## config.mk

```make
export PLATFORM = sky130hd
export DESIGN_NAME = exu_alu_disp
export DESIGN_NICKNAME = d
export VERILOG_FILES = /design/src/rtl/exu_alu_disp.sv
export SDC_FILE = /design/constraint.sdc
export NUM_CORES = 1
export LEC_CHECK = 0
export ABC_AREA = 1
export CORE_UTILIZATION = 26
export CTS_CLUSTER_SIZE = 14
export DETAILED_ROUTE_END_ITERATION = 16
export PLACE_DENSITY = 0.55
export SYNTH_ARGS = -nofsm -noshare
export SYNTH_HDL_FRONTEND = slang
export SYNTH_SLANG_ARGS = --single-unit
```

## constraint.sdc

```tcl
create_clock -name clk -period 18.8 [get_ports clk]
set_input_delay 4.7 -clock clk [delete_from_list [all_inputs] [get_ports clk]]
set_output_delay 4.7 -clock clk [all_outputs]
set_load 0.02 [all_outputs]
```

## src/rtl/exu_alu_disp.sv

```systemverilog
// ALU dispatch buffer: a 2-entry FIFO between dispatch and commit, with an
// ebreak/trap halt controller and a count of committed ops.
module exu_alu_disp #(
  parameter int PC_SIZE    = 32,
  parameter int INSTR_SIZE = 32,
  parameter int XLEN       = 32
) (
  input  logic                  clk,
  input  logic                  rst,

  input  logic                  disp_i_valid,
  output logic                  disp_i_ready,
  input  logic [PC_SIZE-1:0]    disp_i_pc,
  input  logic [INSTR_SIZE-1:0] disp_i_instr,
  input  logic [XLEN-1:0]       disp_i_imm,
  input  logic                  disp_i_pc_vld,
  input  logic                  disp_i_ebreak,

  output logic                  alu_cmt_o_valid,
  input  logic                  alu_cmt_o_ready,
  output logic [PC_SIZE-1:0]    alu_cmt_o_pc,
  output logic [INSTR_SIZE-1:0] alu_cmt_o_instr,
  output logic [XLEN-1:0]       alu_cmt_o_imm,
  output logic                  alu_cmt_o_pc_vld,
  output logic                  alu_cmt_o_ebreak,

  input  logic                  commit_trap,
  output logic                  disp_halted,
  output logic [1:0]            buf_cnt,
  output logic [XLEN-1:0]       cmt_cnt
);

  typedef enum logic [1:0] {
    RUN       = 2'd0,
    EBRK_WAIT = 2'd1,
    HALT      = 2'd2
  } state_t;

  typedef struct packed {
    logic [PC_SIZE-1:0]    pc;
    logic [INSTR_SIZE-1:0] instr;
    logic [XLEN-1:0]       imm;
    logic                  pc_vld;
    logic                  ebreak;
  } entry_t;

  state_t          state_q;
  state_t          state_d;
  entry_t          mem [2];
  entry_t          wr_entry;
  entry_t          rd_entry;
  logic            wr_ptr_q;
  logic            rd_ptr_q;
  logic [1:0]      cnt_q;
  logic [XLEN-1:0] cmt_cnt_q;
  logic            push;
  logic            pop;

  // Handshakes are masked while reset is held so nothing moves in that cycle.
  assign disp_i_ready    = rst && (state_q == RUN) && (cnt_q != 2'd2);
  assign alu_cmt_o_valid = rst && (cnt_q != 2'd0) && (state_q != HALT);
  assign push            = disp_i_valid && disp_i_ready;
  assign pop             = alu_cmt_o_valid && alu_cmt_o_ready;

  assign wr_entry = '{pc:     disp_i_pc,
                      instr:  disp_i_instr,
                      imm:    disp_i_imm,
                      pc_vld: disp_i_pc_vld,
                      ebreak: disp_i_ebreak};

  assign rd_entry         = mem[rd_ptr_q];
  assign alu_cmt_o_pc     = rd_entry.pc;
  assign alu_cmt_o_instr  = rd_entry.instr;
  assign alu_cmt_o_imm    = rd_entry.imm;
  assign alu_cmt_o_pc_vld = rd_entry.pc_vld;
  assign alu_cmt_o_ebreak = rd_entry.ebreak;

  assign disp_halted = (state_q == HALT);
  assign buf_cnt     = cnt_q;
  assign cmt_cnt     = cmt_cnt_q;

  // NOTE: default assigned first so every path through the case drives state_d (no latch).
  always_comb begin
    state_d = state_q;
    unique case (state_q)
      RUN: begin
        if (commit_trap)                  state_d = HALT;
        else if (push && disp_i_ebreak)   state_d = EBRK_WAIT;
      end
      EBRK_WAIT: begin
        if (commit_trap) state_d = HALT;
      end
      HALT:    state_d = HALT;
      default: state_d = RUN;
    endcase
  end

  // NOTE: sequential state uses non-blocking assignments so all registers update together.
  always_ff @(posedge clk) begin
    if (!rst) begin
      state_q   <= RUN;
      wr_ptr_q  <= 1'b0;
      rd_ptr_q  <= 1'b0;
      cnt_q     <= 2'd0;
      cmt_cnt_q <= '0;
    end else begin
      state_q <= state_d;
      if (push) wr_ptr_q <= ~wr_ptr_q;
      if (pop)  rd_ptr_q <= ~rd_ptr_q;
      unique case ({push, pop})
        2'b10:   cnt_q <= cnt_q + 2'd1;
        2'b01:   cnt_q <= cnt_q - 2'd1;
        default: cnt_q <= cnt_q;
      endcase
      if (pop) cmt_cnt_q <= cmt_cnt_q + XLEN'(1);
    end
  end

  // NOTE: storage is not reset; occupancy and pointers alone decide what is valid.
  always_ff @(posedge clk) begin
    if (push) mem[wr_ptr_q] <= wr_entry;
  end

endmodule

```

==> results of run 1 <==
==> state kept, by name (all words and copies together) (netlist names), named ones only <==
signal and count:
mem 196, cmt_cnt 32, buf_cnt 2, state_q 2
rd_ptr_q 1, wr_ptr_q 1
==> critical path: cells and delay by family <==
family                 cells  cell delay (ns)
buffers and inverters      2             1.09
AND/OR/NAND/NOR            1             0.16
==> power breakdown <==
group	internal, mW	switching (mW)	leakage, nW
Combinational	0.0814	0.0786	1.83
Sequential	0.591	0.00895	2.10
Clock	0.315	0.202	0.425
Total	0.988	0.290	4.35
==> logic make-up after synthesis <==
logic type | count (synthesis) | share of synthesized area (%)
AOI/OAI and AO/OA | 32 | 1.85
xor gates and xnor gates | 5 | 0.474
adders and majority gates | 6 | 0.812
buffers and inverters | 63 | 2.88
DFF | 235 | 72.1
muxes | 98 | 11.9
and+or+nand+nor | 209 | 9.96
==> synthesized netlist by cell type, drive strengths merged <==
master,n
nor2b,2
o21ai,9
nand2,83
clkbuf,2
and3,1
inv,45
mux2,98
edfxtp,196
nand3,20
a31oi,1
buf,16
xor2,2
nand4,14
nor2,83
xnor2,3
ha,6
o21a,1
a21oi,18
and2,2
nor3,4
dfxtp,39
o21bai,3
==> metal layers <==
| layer | global-route usage (%) | up-vias | share of wire, % |
|---|---|---|---|
| li1 | - | 2815 | - |
| met1 | 15.3 | 2797 | 44 |
| met2 | 19.1 | 197 | 46 |
| met3 | 3.50 | 29 | 8.6 |
| met4 | 2.49 | 4 | 1.4 |
| met5 | 0 | - | 0.14 |
==> final cells by class <==
type | instances | area share (%)
Sequential cell | 235 | 51.2
Inverter | 45 | 1.30
Timing Repair Buffer | 243 | 18.5
Multi-Input combinational cell | 350 | 17.9
Tap cell | 455 | 4.37
Clock buffer | 29 | 5.24
Clock inverter | 19 | 1.51
==> per-stage QoR <==
stage               power, mW  hold WS [ns]
global placement        0.772         0.471
finish                   1.28         0.499
global route             1.33         0.529
detailed placement      0.774         0.487
CTS                      1.30         0.501
floorplan               0.692         0.459
==> how the worst min path moves through the flow <==
| stage | start | endpoint | slack, ns | cells past startpoint |
|---|---|---|---|---|
| global route | cmt_cnt[4] | cmt_cnt[4] | 0.53 | 2 |
| detailed placement | cmt_cnt[4] | cmt_cnt[4] | 0.49 | 2 |
| global placement | cmt_cnt[4] | cmt_cnt[4] | 0.47 | 2 |
| CTS | cmt_cnt[4] | cmt_cnt[4] | 0.50 | 2 |
| finish | cmt_cnt[4] | cmt_cnt[4] | 0.50 | 2 |
| floorplan | wr_ptr_q | wr_ptr_q | 0.46 | 2 |
==> metrics, run 1 <==
post_cts resized 0; leakage power 4.35 nW; worst path cell trace clkdlybuf4s50_1 > and3_1 > clkdlybuf4s50_1; post-route setup slack 8.15 ns; Register Area 0.00667 mm²; post-CTS setup buffer count 0; commonest non-fill, non-tap cell in the layout clkdlybuf4s50_1; drt wl/cell 16.0 µm; I/O pin count 238; # diodes 0; final wirelength 22,100 µm; Root Buffer clkbuf_16; final period utilization 56.7%; register-to-register setup slack 15.93 ns; Port-buffer cells 237; Critical Path RT around 14 ns; r2r worst-path depth 6; Max Cap Viol 0; CTS Buffer Depth 3; skew final 0.00969 ns; CP Class primary input to output pin; Slew @ Worst Pin 0.832 ns; most frequent CP cell clkdlybuf4s50_1; Iter 0 DRT Violations 321; Max Slew Vio Count 0; Final Hold Fails 0; critical path startpoint rst; row count 68; GRT Residual Overflow 0; clk slew on worst S/H paths 0.06 ns; slew margin rel. 44.5%; H-tree depth 1; DR pass1 iterations 4; R2R Path Start state_q[0]; Tot GR Track Use around an eighth; Via density 4.25; pre-CTS WS roughly 8.2 ns; cell taking the most area after synthesis edfxtp_1; # nets final 1,010; CP max FO 3; area of the multi-input gates ~0.0023 mm²; Netlist cell types 32; commonest non-fill, non-tap cells in the layout 237 x clkdlybuf4s50_1, 196 x edfxtp_1, 98 x mux2_2; Cell Pwr Density 98.0 mW/mm²; min Tclk post-route 10.65 ns; Fillers 3,333; clk sinks 235; Avg Inst Size Synth 14.3 µm²; Mapped Area 0.00925 mm²; Seq/Total Area, Yosys approximately 72%; post-route insts no fill 1,376; Final GP Congestion 0.789; ANT nets after route 0; initial antenna violation count 2; Synth Register Bits about 240; dominant cells by area after synthesis edfxtp_1 64%, mux2_2 12%, dfxtp_1 8.4%; setup_tns 0 ns; CP Capture Point disp_i_ready; CTS tree done; CP max-delay cell clkdlybuf4s50_1; Yosys Warn Count 0; Final setup viols 0; P&R area growth vs syn 41.0%; status finished, final reports clean; placed cells 1,328; Design Area, Final 0.0130 mm²; VDD IR-drop max 0.0509 mV; Hold Crit Class flip-flop to flip-flop; Worst EP arrival 5.95 ns; Starting Density 26.6%; die area 0.0363 mm²; chip height 191 µm; CTS buffer count 26; RSZ-0062 raised after global routing no; Mapped Cells 648; Achievable Freq roughly 94 MHz; Die X 191 µm; syn_nets 757; core area 0.0348 mm²; CP endpoint kind output pin; CP Launch Type primary input; first-pass GRT wire length 33,100 µm; drt drc 0; reg2reg end mem[0][90]; largest net degree at the start of global routing 60; placed instance area 0.0122 mm²; layout cells sized above 1 17.4%; Synth top area share a little under two thirds; vias in the first global route 5,875; post-layout util 37.5%; via count 5,842; worst skew pair latency 0.52 ns; hpwl dp 14,700 µm; max incr delay on CP 0.60 ns; Post-CTS Hold Buffers 0
(Power assumes the default switching activity.)
==> run 2: changes to the inputs <==
- clock period: 18.8 -> 10.6 ns (I/O delays scaled with it)
==> metrics, run 2 (synthesis gave the netlist of run 1 again) <==
status finished, final reports clean; worst skew pair latency 0.52 ns (about the same); Cell Pwr Density 172 mW/mm² (+75%); worst hold path stage count 2 (unchanged); largest register by flop count mem; DR pass1 iterations 5 (+1); clk sinks 235 (unchanged); commonest non-fill, non-tap cell in the layout clkdlybuf4s50_1; post-CTS setup buffer count 0 (unchanged); CP max-delay cell clkdlybuf4s50_1; vias in the first global route 5,849 (-0.44%); Post-CTS Hold Buffers 0 (unchanged); Critical Path RT 7.95 ns (-6.15 ns); post-layout util 37.3% (-0.13 points); most frequent CP cell clkdlybuf4s50_1; final period utilization 61.9%; core area 0.0348 mm² (unchanged); min Tclk post-route 6.56 ns; chip height 191 µm (unchanged); Port-buffer cells 237 (unchanged); slew margin rel. 34.7% (-9.8 points); Worst EP arrival 3.91 ns (-2.04 ns); Die X 191 µm (unchanged); M1 GR Usage 15.4% (+0.039 points); via count 5,828 (-0.24%); P&R area growth vs syn 40.5%; drt wl/cell 16.0 µm (about the same); layout cells sized above 1 17.0% (-0.40 points); Final Hold Fails 0 (unchanged); CTS Buffer Depth 3 (unchanged); worst path bufs/invs 2 (unchanged); # nets final 1,009 (-0.099%); drt drc 0 (unchanged); M3 GR Usage 3.57% (+0.074 points); die area 0.0363 mm² (unchanged); leakage power 4.34 nW (-0.39%); final wirelength 22,000 µm (-0.14%); VDD IR-drop max 0.0964 mV (+89%); CP endpoint kind output pin; setup_tns 0 ns (unchanged); GRT Residual Overflow 0 (unchanged); grt peak-use layer met2; CP Class primary input to output pin; number of flip-flops in the largest register 196 (unchanged); r2r worst-path depth 5 (-1); hpwl dp 14,800 µm (+0.37%); initial antenna violation count 1 (-1); I/O pin count 238 (unchanged); hold path startpoint cmt_cnt[4]; commonest non-fill, non-tap cells in the layout 237 x clkdlybuf4s50_1, 196 x edfxtp_1, 98 x mux2_2; R2R Path Start state_q[0]; met2 Use GR 19.0% (-0.028 points); CP Launch Type primary input; post_cts resized 0 (unchanged); Max Slew Vio Count 0 (unchanged); clk slew on worst S/H paths 0.06 ns (about the same); cell family with most CP delay buffers and inverters; Tot GR Track Use 11.8% (+0.035 points); Max Cap Viol 0 (unchanged); reg2reg end mem[0][45]; Via density 4.24 (about the same); ANT nets after route 0 (unchanged); largest net degree at the start of global routing 69 (+15%); row count 68 (unchanged); first-pass GRT wire length 33,100 µm (-0.19%); Hold Crit Class flip-flop to flip-flop; worst path cell trace clkdlybuf4s50_1 > and3_1 > clkdlybuf4s50_1; # diodes 0 (unchanged); max incr delay on CP 0.60 ns (about the same); Fillers 3,322 (-0.33%); CTS tree done; skew final 0.0138 ns (+0.00410 ns); Starting Density 26.6% (unchanged); CP max FO 3 (unchanged); RSZ-0062 raised after global routing no; Root Buffer clkbuf_16; Slew @ Worst Pin 0.978 ns (+0.145 ns); CTS buffer count 26 (unchanged); register-to-register setup slack 7.38 ns (-8.55 ns); Iter 0 DRT Violations 291 (-9.3%); Final GP Congestion 0.780 (-1.1%); H-tree depth 1 (unchanged); Achievable Freq around 150 MHz; Final setup viols 0 (unchanged); Hold Path End cmt_cnt[4]
==> run 2: area by class of cell <==
| type | instances | area [µm²] | area share, % |
|---|---|---|---|
| flip-flops and latches | 235 | 6670 | 51.4 |
| repair buffers | 242 | 2410 | 18.6 |
| multi-input cells | 350 | 2330 | 17.9 |
| clock buffers | 30 | 687 | 5.29 |
| well taps | 455 | 569 | 4.38 |
| inverters | 45 | 169 | 1.30 |
| clock inverters | 17 | 154 | 1.18 |
==> run 2: worst max-delay path by stage <==
| stage | end | depth (start not counted) | startpoint |
|---|---|---|---|
| 5_1_grt | alu_cmt_o_valid | 4 | rst |
| 3_3_place_gp | alu_cmt_o_valid | 4 | rst |
| 3_5_place_dp | disp_i_ready | 3 | rst |
| 6_report | disp_i_ready | 3 | rst |
| 4_1_cts | disp_i_ready | 3 | rst |
| 2_1_floorplan | mem[0][0] | 3 | rst |
==> run 2: where the power goes <==
part / switching [mW] / internal (mW)
combinational: 0.139 / 0.144
clock: 0.350 / 0.533
sequential: 0.0156 / 1.05
total: 0.505 / 1.73
==> run 2: routing by layer <==
metal  part of all wire, %  up-vias  wire (µm)
met5                 0.054        -         12
met4                   1.3        2        277
met3                   8.4       25       1850
met2                    46      205      10200
met1                    44     2778       9670
li1                      -     2818          -
==> run 2: through the flow <==
step | setup slack [ns] | cells | power, mW | hold slack [ns] | area (µm²)
after detailed placement | 4.05 | 1327 | 1.37 | 0.480 | 12100
after global placement | 4.04 | 1327 | 1.37 | 0.479 | 12100
after CTS | 4.04 | 1374 | 2.27 | 0.492 | 13000
after global routing | 3.98 | 1374 | 2.33 | 0.521 | 13000
final | 4.04 | 1374 | 2.23 | 0.491 | 13000
after floorplan | 2.93 | 648 | 1.23 | 0.459 | 9250
==> run 2: tightest hold or removal path: stages, from the launching register on <==
cell     delay [ns]
dfxtp_1        0.34
inv_1          0.06
a21oi_1        0.05
==> run 3: changes to the inputs <==
- PLACE_DENSITY: 0.55 -> 0.57
- clock period: 10.6 -> 5.25 ns (I/O delays scaled with it)
==> metrics, run 3 (synthesis gave the netlist of run 1 again) <==
Final Hold Fails 0 (unchanged); CP endpoint kind output pin; RSZ-0062 raised after global routing no; DR pass1 iterations 6 (+1); final wirelength 21,800 µm (-1.2%); Port-buffer cells 237 (unchanged); I/O pin count 238 (unchanged); P&R area growth vs syn 40.2%; slew margin rel. 44.3% (+9.7 points); status finished, final reports clean; CP max-delay cell dfxtp_4; hpwl dp 14,500 µm (-1.9%); Critical Path RT 3.94 ns (-4.01 ns); Max Cap Viol 0 (unchanged); core area 0.0348 mm² (unchanged); Via density 4.27 (+0.78%); drt drc 0 (unchanged); Final GP Congestion 0.834 (+7.0%); min Tclk post-route 4.09 ns; Root Buffer clkbuf_16; Worst EP arrival 2.78 ns (-1.13 ns); via count 5,878 (+0.86%); Cell Pwr Density 337 mW/mm² (+96%); largest register by flop count mem; clk slew on worst S/H paths 0.06 ns (about the same); Achievable Freq 244 MHz; CP Class flip-flop to output pin; GRT Residual Overflow 0 (unchanged); Post-CTS Hold Buffers 0 (unchanged); Die X 191 µm (unchanged); layout cells sized above 1 16.8% (-0.22 points); placed instance area 0.0122 mm² (+0.37%); drt wl/cell 15.8 µm (-1.3%); CP Launch Type flip-flop; skew final 0.0221 ns (+0.00829 ns); ANT nets after route 0 (unchanged); vias in the first global route 5,874 (+0.43%); CTS tree done; post-CTS setup buffer count 0 (unchanged); initial antenna violation count 1 (unchanged); commonest non-fill, non-tap cells in the layout 237 x clkdlybuf4s50_1, 196 x edfxtp_1, 98 x mux2_2; commonest non-fill, non-tap cell in the layout clkdlybuf4s50_1; Power Total 4.37 mW (+96%); row count 68 (unchanged); Design Area, Final 0.0130 mm² (-0.21%); final period utilization 77.9%; Tot GR Track Use 11.6% (-0.17 points); VDD IR-drop max 0.216 mV (+120%); clk sinks 235 (unchanged); Worst path depth 3 (unchanged); die area 0.0363 mm² (unchanged); Hold Crit Class flip-flop to flip-flop; # nets final 1,011 (+0.20%); number of flip-flops in the largest register 196 (unchanged); Final setup viols 0 (unchanged); chip height 191 µm (unchanged); cell family with most CP delay buffers and inverters; Starting Density 26.6% (unchanged); post_cts resized 0 (unchanged); CP max FO 54 (+51); CTS buffer count 27 (+3.8%); Iter 0 DRT Violations 256 (-12%); worst path bufs/invs 2 (unchanged); largest net degree at the start of global routing 61 (-12%); worst skew pair latency 0.53 ns (about the same); Max Slew Vio Count 0 (unchanged); max incr delay on CP 0.88 ns (+0.28 ns); CTS Buffer Depth 3 (unchanged); worst hold path stage count 2 (unchanged); H-tree depth 1 (unchanged); leakage power 4.31 nW (-0.58%); Slew @ Worst Pin 0.835 ns (-0.143 ns); first-pass GRT wire length 32,700 µm (-1.0%); r2r worst-path depth 5 (unchanged); worst path cell trace buf_12 > mux2_2 > clkdlybuf4s50_1
run 3: changes by cell type in the layout (fill, tap and decap cells not counted):
cell,delta
clkinv_1,-1
inv_6,+2
clkinv_2,-2
buf_12,+3
diode_2,+1
clkbuf_1,+3
bufinv_16,-3
buf_4,-2
run 3: path summary, 6_finish.rpt:
kind / startpoint / end / slack (ns)
min: cmt_cnt[3] / cmt_cnt[4] / 0.51
min reg2reg: cmt_cnt[3] / cmt_cnt[4] / 0.51
max: flip-flop / alu_cmt_o_imm[14] / 1.16
max reg2reg: state_q[0] / mem[1][71] / 3.02
run 3: power breakdown:
group / total, mW / switching [mW] / leakage (nW) / internal, mW
clock network: 1.64 / 0.704 / 0.374 / 0.936
registers: 2.15 / 0.0332 / 2.10 / 2.12
logic: 0.578 / 0.282 / 1.84 / 0.296
run 3: worst min-delay path, cell delays in order, from the launching register on:
cell and delay [ns]:
dfxtp_1 0.34, nand2_1 0.08, a21oi_1 0.05
run 3: area by class of cell:
class | instances | area, µm²
clock inverters | 13 | 67.6
flip-flops and latches | 235 | 6670
repair buffers | 243 | 2450
diodes | 1 | 2.50
inverters | 45 | 169
clock buffers | 33 | 698
fillers | 3343 | 21800
well taps | 455 | 569
multi-input cells | 350 | 2330
run 3: routing by layer:
layer / track usage [%] / part of all wire (%)
met1: 14.4 / 43
met5: 0 / 0
met4: 2.95 / 1.8
met2: 19.4 / 47
met3: 3.48 / 8.5
run 3: per-stage QoR:
step                util, %  worst slack, ns  hold WS [ns]  setup TNS [ns]  cells
finish                 37.2             1.16         0.507               0   1375
global route           37.2            0.985         0.520               0   1374
CTS                    37.2             1.03         0.502               0   1374
detailed placement     35.0             1.33         0.489               0   1328
global placement       35.0             1.36         0.489               0   1328
floorplan                 -            -1.08         0.459         -212.37    648
